===== config.mk =====
export PLATFORM = sky130hd
export DESIGN_NAME = rv_muldiv_unit
export DESIGN_NICKNAME = d
export VERILOG_FILES = /design/src/rtl/rv_muldiv_unit.sv
export SDC_FILE = /design/constraint.sdc
export NUM_CORES = 2
export LEC_CHECK = 0
export ABC_CLOCK_PERIOD_IN_PS = 16700
export CORE_ASPECT_RATIO = 2
export CORE_MARGIN = 2
export CORE_UTILIZATION = 50
export DETAILED_ROUTE_END_ITERATION = 12
export GPL_TIMING_DRIVEN = 0
export PLACE_DENSITY = 0.73
export SYNTH_ARGS = -nofsm -noshare
export SYNTH_HDL_FRONTEND = slang
export SYNTH_SLANG_ARGS = --single-unit
export TNS_END_PERCENT = 50

===== constraint.sdc =====
create_clock -name clk -period 16.7 [get_ports clk]
set_input_delay 2.505 -clock clk [delete_from_list [all_inputs] [get_ports clk]]
set_output_delay 2.505 -clock clk [all_outputs]
set_load 0.02 [all_outputs]

===== src/rtl/rv_muldiv_unit.sv =====
`default_nettype none
// ============================================================================
// Module   : rv_muldiv_unit
// Purpose  : RV32M/RV64M multiply/divide EX-stage unit; single-cycle or
//            shift-add multiply, restoring divide, one-cycle done pulse + tag.
// Revision : 1.0 - initial release
// ============================================================================
module rv_muldiv_unit #(
    parameter int XLEN          = 32,
    parameter int MUL_ITERATIVE = 0,
    parameter int TAG_W         = 5
) (
    input  logic             clk,
    input  logic             rst,
    input  logic             enable,
    input  logic             start,
    input  logic             flush,
    input  logic [2:0]       funct3,
    input  logic [XLEN-1:0]  a,
    input  logic [XLEN-1:0]  b,
    input  logic [TAG_W-1:0] tag_in,
    output logic             busy,
    output logic             done,
    output logic [XLEN-1:0]  result,
    output logic [TAG_W-1:0] tag_out
);

    localparam int              c_CNT_W = $clog2(XLEN + 1);
    localparam logic [XLEN-1:0] c_MIN   = {1'b1, {(XLEN-1){1'b0}}};

    typedef enum logic [1:0] {
        S_IDLE = 2'd0,
        S_ITER = 2'd1,
        S_FIX  = 2'd2,
        S_DONE = 2'd3
    } state_t;

    state_t r_state, w_next;

    logic [c_CNT_W-1:0] r_cnt;
    logic [2:0]         r_funct3;
    logic               r_a_neg, r_b_neg;
    logic [2*XLEN-1:0]  r_acc;      // mul: {product hi, multiplier}; div: {remainder, quotient}
    logic [XLEN-1:0]    r_opb;
    logic [TAG_W-1:0]   r_tag_pend;
    logic [XLEN-1:0]    r_result;
    logic [TAG_W-1:0]   r_tag;

    logic               w_a_signed, w_b_signed, w_a_neg, w_b_neg;
    logic [XLEN-1:0]    w_a_abs, w_b_abs;
    logic               w_is_div, w_div_zero, w_div_ovf, w_fast, w_accept;
    logic [2*XLEN-1:0]  w_fast_mul;
    logic [XLEN-1:0]    w_fast_res;
    logic [XLEN:0]      w_mul_sum, w_trial;
    logic [2*XLEN-1:0]  w_mul_next, w_div_next, w_prod_fix;
    logic [XLEN-1:0]    w_quo_fix, w_rem_fix, w_fix_res;

    // ---------------- operand decode at accept ----------------
    always_comb begin
        w_a_signed = 1'b0;
        w_b_signed = 1'b0;
        case (funct3)
            3'b001, 3'b100, 3'b110: begin
                w_a_signed = 1'b1;
                w_b_signed = 1'b1;
            end
            3'b010:  w_a_signed = 1'b1;
            default: ;
        endcase
    end

    assign w_a_neg    = w_a_signed & a[XLEN-1];
    assign w_b_neg    = w_b_signed & b[XLEN-1];
    assign w_a_abs    = w_a_neg ? -a : a;
    assign w_b_abs    = w_b_neg ? -b : b;
    assign w_is_div   = funct3[2];
    assign w_div_zero = w_is_div & (b == '0);
    assign w_div_ovf  = w_is_div & ~funct3[0] & (a == c_MIN) & (&b);
    assign w_fast     = w_is_div ? (w_div_zero | w_div_ovf) : (MUL_ITERATIVE == 0);
    assign w_accept   = start & ((r_state == S_IDLE) | (r_state == S_DONE));

    generate
        if (MUL_ITERATIVE == 0) begin : g_mul_fast
            logic [2*XLEN-1:0] w_a_ext, w_b_ext;
            assign w_a_ext    = {{XLEN{w_a_signed & a[XLEN-1]}}, a};
            assign w_b_ext    = {{XLEN{w_b_signed & b[XLEN-1]}}, b};
            assign w_fast_mul = w_a_ext * w_b_ext;
        end else begin : g_mul_iter
            assign w_fast_mul = '0;
        end
    endgenerate

    always_comb begin
        w_fast_res = '0;
        if (!w_is_div)
            w_fast_res = (funct3 == 3'b000) ? w_fast_mul[XLEN-1:0] : w_fast_mul[2*XLEN-1:XLEN];
        else if (w_div_zero)
            w_fast_res = funct3[1] ? a : '1;
        else
            w_fast_res = funct3[1] ? '0 : a;
    end

    // ---------------- iteration datapath ----------------
    assign w_mul_sum  = {1'b0, r_acc[2*XLEN-1:XLEN]} + (r_acc[0] ? {1'b0, r_opb} : '0);
    assign w_mul_next = {w_mul_sum, r_acc[XLEN-1:1]};
    assign w_trial    = {r_acc[2*XLEN-1:XLEN], r_acc[XLEN-1]} - {1'b0, r_opb};
    assign w_div_next = w_trial[XLEN] ? {r_acc[2*XLEN-2:0], 1'b0}
                                      : {w_trial[XLEN-1:0], r_acc[XLEN-2:0], 1'b1};

    // ---------------- sign correction ----------------
    assign w_prod_fix = (r_a_neg ^ r_b_neg) ? -r_acc : r_acc;
    assign w_quo_fix  = (r_a_neg ^ r_b_neg) ? -r_acc[XLEN-1:0] : r_acc[XLEN-1:0];
    assign w_rem_fix  = r_a_neg ? -r_acc[2*XLEN-1:XLEN] : r_acc[2*XLEN-1:XLEN];

    always_comb begin
        if (r_funct3[2])
            w_fix_res = r_funct3[1] ? w_rem_fix : w_quo_fix;
        else
            w_fix_res = (r_funct3 == 3'b000) ? w_prod_fix[XLEN-1:0] : w_prod_fix[2*XLEN-1:XLEN];
    end

    // ---------------- FSM ----------------
    always_ff @(posedge clk) begin
        if (rst)
            r_state <= S_IDLE;
        else
            r_state <= w_next;
    end

    always_comb begin
        w_next = r_state;
        if (enable) begin
            if (flush) begin
                w_next = S_IDLE;
            end else begin
                case (r_state)
                    S_IDLE, S_DONE: begin
                        if (start)
                            w_next = w_fast ? S_DONE : S_ITER;
                        else
                            w_next = S_IDLE;
                    end
                    S_ITER:  if (r_cnt == c_CNT_W'(1)) w_next = S_FIX;
                    S_FIX:   w_next = S_DONE;
                    default: w_next = S_IDLE;
                endcase
            end
        end
    end

    // Result/tag only move on the edge that enters DONE, so a flush leaves them intact.
    always_ff @(posedge clk) begin
        if (rst) begin
            r_cnt      <= '0;
            r_funct3   <= '0;
            r_a_neg    <= 1'b0;
            r_b_neg    <= 1'b0;
            r_acc      <= '0;
            r_opb      <= '0;
            r_tag_pend <= '0;
            r_result   <= '0;
            r_tag      <= '0;
        end else if (enable && !flush) begin
            if (w_accept) begin
                r_funct3   <= funct3;
                r_a_neg    <= w_a_neg;
                r_b_neg    <= w_b_neg;
                r_acc      <= {{XLEN{1'b0}}, w_a_abs};
                r_opb      <= w_b_abs;
                r_tag_pend <= tag_in;
                if (w_fast) begin
                    r_result <= w_fast_res;
                    r_tag    <= tag_in;
                end else begin
                    r_cnt <= c_CNT_W'(XLEN);
                end
            end else if (r_state == S_ITER) begin
                r_acc <= r_funct3[2] ? w_div_next : w_mul_next;
                r_cnt <= r_cnt - c_CNT_W'(1);
            end else if (r_state == S_FIX) begin
                r_result <= w_fix_res;
                r_tag    <= r_tag_pend;
            end
        end
    end

    assign busy    = (r_state == S_ITER) || (r_state == S_FIX);
    assign done    = (r_state == S_DONE);
    assign result  = r_result;
    assign tag_out = r_tag;

endmodule
`default_nettype wire


==> Word-level counts from Yosys, hierarchy flattened <==
Cells that the tools add are included.
{ "op_classes": {"n_mux": 37, "reduce_logical": 18, "n_addsub": 8, "magnitude_cmp": 0, "n_mul": 1, "div": 0, "shifts": 0, "n_eq_ne": 13, "n_bitwise": 11} }
{ "op_table": {"columns": ["cell", "count"], "rows": [
  ["$mux 32", 17],
  ["$mux 64", 5],
  ["$neg 32->32", 4],
  ["$mul 33x33->64", 1],
  ["$neg 64->64", 1],
  ["$add 32x32->33", 1],
  ["$sub 33x32->33", 1],
  ["$eq 32x32->1 const B", 1],
  ["$logic_not 32->1", 1],
  ["$reduce_and 32->1", 1],
  ["$mux 5", 4],
  ["$mux 6", 3],
  ["$mux 2", 4],
  ["$and 1x1->1", 7],
  ["$eq 3x3->1 const B", 2],
  ["$eq 6x1->1 const B", 1],
  ["$logic_not 3->1", 2],
  ["$ne 2x2->1 const B", 3],
  ["$pmux 2 s3", 1],
  ["$reduce_and 2->1", 3],
  ["$sub 6x1->6 const B", 1],
  ["$eq 2x2->1 const B", 2],
  ["$reduce_and 4->1", 1],
  ["$reduce_bool 2->1", 2],
  ["16 further kinds", 19]
]} }
{ "word_totals": {"latchBits": 0, "memories": 0, "out_inout_bits": 39, "in_bits": 77, "mem_bits_rw": 0, "rom_bits": 0, "word_cells": 98, "regBits": 151} }

==> Logic depth before layout (Yosys ltp) <==
{ "depth": {"word_depth": 10, "ltp_mapped": 35, "ltp_nobuf": 30} }

==> Worst setup path before layout <==
OpenSTA, ideal clock, no wires.
{ "synth_timing": {"path_kind": "input to register", "startpoint": "in funct3[0]", "endpoint": "reg r_result[31] (netlist: result[31])", "required_time_ps": 16608, "setup_ps": 92, "slack_ps": 5122, "stages": 33, "t_arrival_ps": 11485, "path_cell_list": "clkbuf_1 > nor2_1 > nand2_1 > and3_1 > clkbuf_1 > clkbuf_1 > clkbuf_1 > clkbuf_1 > nand2_1 > fa_1 > fa_1 > inv_1 > fa_1 > inv_1 > fa_1 > inv_1 > fa_1 > fa_1 > fa_1 > inv_1 > fa_1 > inv_1 > ha_1 > clkbuf_1 > and3_1 > a221o_1 > a21oi_1 > nand2_1 > a2111oi_0 > o21ai_0 > xnor2_1 > a21oi_1 > o32ai_1"} }
{ "synth_between": {"elab_chain_len": 9, "elab_cells_between_ends": 24} }
{ "synth_lines": {"columns": ["element", "line_no", "source"], "rows": [
  ["start: declaration", "18", "input logic [2:0] funct3,"],
  ["$eq 3x1->1 (tied with other cells)", "62", "case (funct3)"],
  ["$reduce_or 4->1 (no source line) or $reduce_or 3->1 (tied branches)", null, null],
  ["$mux 1", "62", null],
  ["$and 1x1->1, on equally long branches", "85, 86", null],
  ["$mul 33x33->64", "87", "assign w_fast_mul = w_a_ext * w_b_ext;"],
  ["$mux 32", "96", "w_fast_res = (funct3 == 3'b000) ? w_fast_mul[XLEN-1:0] : w_fast_mul[2*XLEN-1:XLEN];"],
  ["$mux 32", "95", "if (!w_is_div)"],
  ["$mux 32", "171", "if (w_fast) begin"],
  ["$mux 32", "164", "if (w_accept) begin"],
  ["end signal: assignment", "172", "r_result <= w_fast_res;"],
  ["end signal: assignment", "181", "r_result <= w_fix_res;"],
  ["end: declaration", "46", "logic [XLEN-1:0] r_result;"]
]} }
Parallel ways exist; a longest one is shown, timed or not. The select of a mux whose other input is x is not followed.
A chain may end at the register's enable or synchronous reset.

==> Worst setup path after layout <==
{ "layout_timing": {"startpoint": "in funct3[2]", "endpoint": "reg r_result[31] (netlist: result[31])"} }
The elaborated chain is that of the path after synthesis.

==> flow_summary.json <==
{
  "hold_class": "register to register",
  "critPathMaxStageDelay_ps": 1110,
  "synthDistinctLibCells": 90,
  "yosys.cell_count.top_type": "inv_1",
  "antenna_left": 0,
  "rows": 169,
  "die_area_sq_um": 110000,
  "fillers": 10400,
  "numCtsBuffers": 17,
  "worst_pin_slew_ps": 1660,
  "start_util_pct": 50.4,
  "insertion_delay_ps": 520,
  "dp_worst_setup_slack_ps": 1200,
  "grt.total_usage_pct": 51.4,
  "viasPerCell": 6.47,
  "max_slew_margin_pct": -10.9,
  "grt.overflow.total": 0,
  "antenna_found_initial": 34,
  "root_buffer": "clkbuf_16",
  "crit_type": "input pin to register",
  "grt_pass1_wl_um": 392000,
  "status": "finished, violations left",
  "finalHoldViolCount": 0,
  "fin_skew_ps": 17.5,
  "endpoint_kind": "register",
  "synthFlopType": "dfxtp_1",
  "worstHoldStart": "r_tag_pend[4]",
  "die_w_um": 235,
  "htree_levels": 4,
  "synth_edf_count": 0,
  "route.detailed.drc": 0,
  "fin_tns_setup_ps": 0,
  "cts_setup_buffers": 0,
  "synth_area_leader_cell": "fa_1",
  "worstSetupStartpointType": "input pin",
  "slew_viol_final": 86,
  "final_nets": 7991,
  "avgSynthCellArea_sq_um": 8.35,
  "cp.arrival_ps": 16090,
  "io_buffers": 73,
  "synth_warnings": 0,
  "cts_tree": "yes",
  "maxCapViolations": 10,
  "clockBufferDepth": 2,
  "min_to": "r_tag_pend[4]",
  "critical-path-top-delay-family": "adder cells",
  "syn-cell-area_sq_um": 53500,
  "hold_buffers": 0,
  "fp.coreArea_sq_um": 106000,
  "boundaryPins": 116,
  "async_flop_share_pct": 0,
  "synth_area_leaders": "fa_1, inv_1, nand2_1",
  "min_period_ps": 15660,
  "synthCells": 6403,
  "routedWlPerCell_um": 34.7,
  "ys_top_cells_by_count": "inv_1, fa_1, nand2_1",
  "finalWorstSetupSlack_ps": 1040,
  "worstRegToRegCells": 14,
  "r2r-start": "r_acc[0]",
  "crit_path_frequent_cell": "fa_1",
  "slowest_stage": "a2111oi_0",
  "initialDrtViolationCount": 5224,
  "reg2reg_to": "result[30]",
  "clk_transition_reported_paths_ps": 80,
  "cts-resized-gates": 0,
  "yosysSeqAreaShare_pct": 5.65,
  "path_buf_inv": 12,
  "drive_above_1_share_pct": 2.06,
  "grt_start_max_net_pins": 25,
  "regToRegSetupSlack_ps": 10650,
  "grt_pass1_vias": 54700,
  "fp.dieH_um": 466,
  "dpl.hpwl_um": 224000,
  "yosysTopAreaCellShare_pct": 42.2,
  "violations": "max-capacitance violations, max-slew violations",
  "holdPathStages": 2,
  "synth-seq-cells": 151,
  "area_growth_pct": 6.04,
  "max_freq_mhz": 63.8,
  "cp_data_required_time_ps": 17120,
  "syn-num-nets": 7893,
  "wirelength_um": 275000,
  "cp_max_fo": 11,
  "cts.sinks": 151,
  "gp_congestion": 1.11,
  "finalSetupViolCount": 0,
  "finalCritPeriodShare_pct": 93.8,
  "num_vias": 51200,
  "rsz0062_at_grt": "false",
  "dr.pass1.iters": 8
}
[worst max-delay path by stage]
stage / depth (start not counted) / to / slack, ps / start
after floorplan: 33 / result[31] / 5120 / funct3[0]
after global placement: 33 / result[23] / 810 / funct3[2]
after detailed placement: 33 / result[31] / 1200 / funct3[0]
after CTS: 33 / result[31] / 1660 / funct3[0]
after global routing: 33 / result[31] / 870 / funct3[2]
final: 33 / result[31] / 1040 / funct3[2]
[layer usage]
metal	wire [um]	part of all wire, %	up-vias	GRT usage (%)
met1	75400	27	25300	45.0
met2	129000	47	3831	82.9
met3	26000	9.4	2024	18.2
li1	-	-	20000	-
met5	37	0.013	-	0.220
met4	45000	16	6	65.4
[stage by stage]
stage               hold WS, ps  utilization, %  instance area [sq um]  instances
finish                      460            53.4                  56700       7916
global route                484            53.4                  56600       7889
floorplan                   437               -                  53500       6403
global placement            442            52.7                  55900       7844
detailed placement          448            52.7                  56000       7847
CTS                         459            53.3                  56500       7879
[placed cells by master, fill, tap and decap left out, types with 31 or more instances in the layout]
| cell | n |
|---|---|
| inv_1 | 1248 |
| fa_1 | 1126 |
| nand2_1 | 1008 |
| clkbuf_1 | 318 |
| and2_1 | 307 |
| ha_1 | 286 |
| nor2_1 | 244 |
| a21oi_1 | 221 |
| o21ai_0 | 195 |
| xnor2_1 | 163 |
| dfxtp_1 | 151 |
| xor2_1 | 103 |
| buf_1 | 88 |
| clkdlybuf4s50_1 | 73 |
| a21o_1 | 72 |
| mux2i_1 | 70 |
| nor3_1 | 61 |
| nand3_1 | 56 |
| o211ai_1 | 55 |
| a211oi_1 | 53 |
| o31ai_1 | 45 |
| nand4_1 | 39 |
| diode_2 | 34 |
| a221oi_1 | 31 |
[state kept, by name, summed over array words and instances, names as in the netlist]
register and flops:
r_funct3 3, r_acc 64, r_opb 32, r_cnt 6, r_state 2, r_b_neg 1
r_tag_pend 5, result 32, tag_out 5, r_a_neg 1
[cell type report]
type	instances	area, sq um	share of cell area, %
Antenna cell	34	85.1	0.150
Tap cell	1368	1710	3.02
Sequential cell	151	3020	5.33
Clock inverter	15	170	0.300
Multi-Input combinational cell	4559	44000	77.7
Timing Repair Buffer	79	796	1.40
Buffer	445	1770	3.12
Clock buffer	17	425	0.750
Inverter	1248	4680	8.26
[cells by family (layout without fill, tap and decap cells)]
| kind of cell | count (synthesis) | count (layout) | share of synthesized area, % |
|---|---|---|---|
| buf+inv | 1693 | 1804 | 12.0 |
| simple gates | 1880 | 1880 | 16.1 |
| mux | 73 | 73 | 1.37 |
| xor+xnor | 266 | 266 | 4.36 |
| flops | 151 | 151 | 5.65 |
| fa+ha+maj | 1441 | 1441 | 49.4 |
| compound gates | 899 | 899 | 11.1 |
| other cells | 0 | 34 | 0 |
[worst reg2reg max path, delay by kind of cell, from the launching register on]
family / cells / cell delay (ps)
compound gates: 4 / 1290
buf+inv: 3 / 1390
flops: 1 / 460
xor+xnor: 1 / 660
fa+ha+maj: 1 / 320
simple gates: 5 / 1810
Power is left out: the tool's default activity adds up to more than one toggle a clock period on the data nets, which glitch-free logic cannot reach.
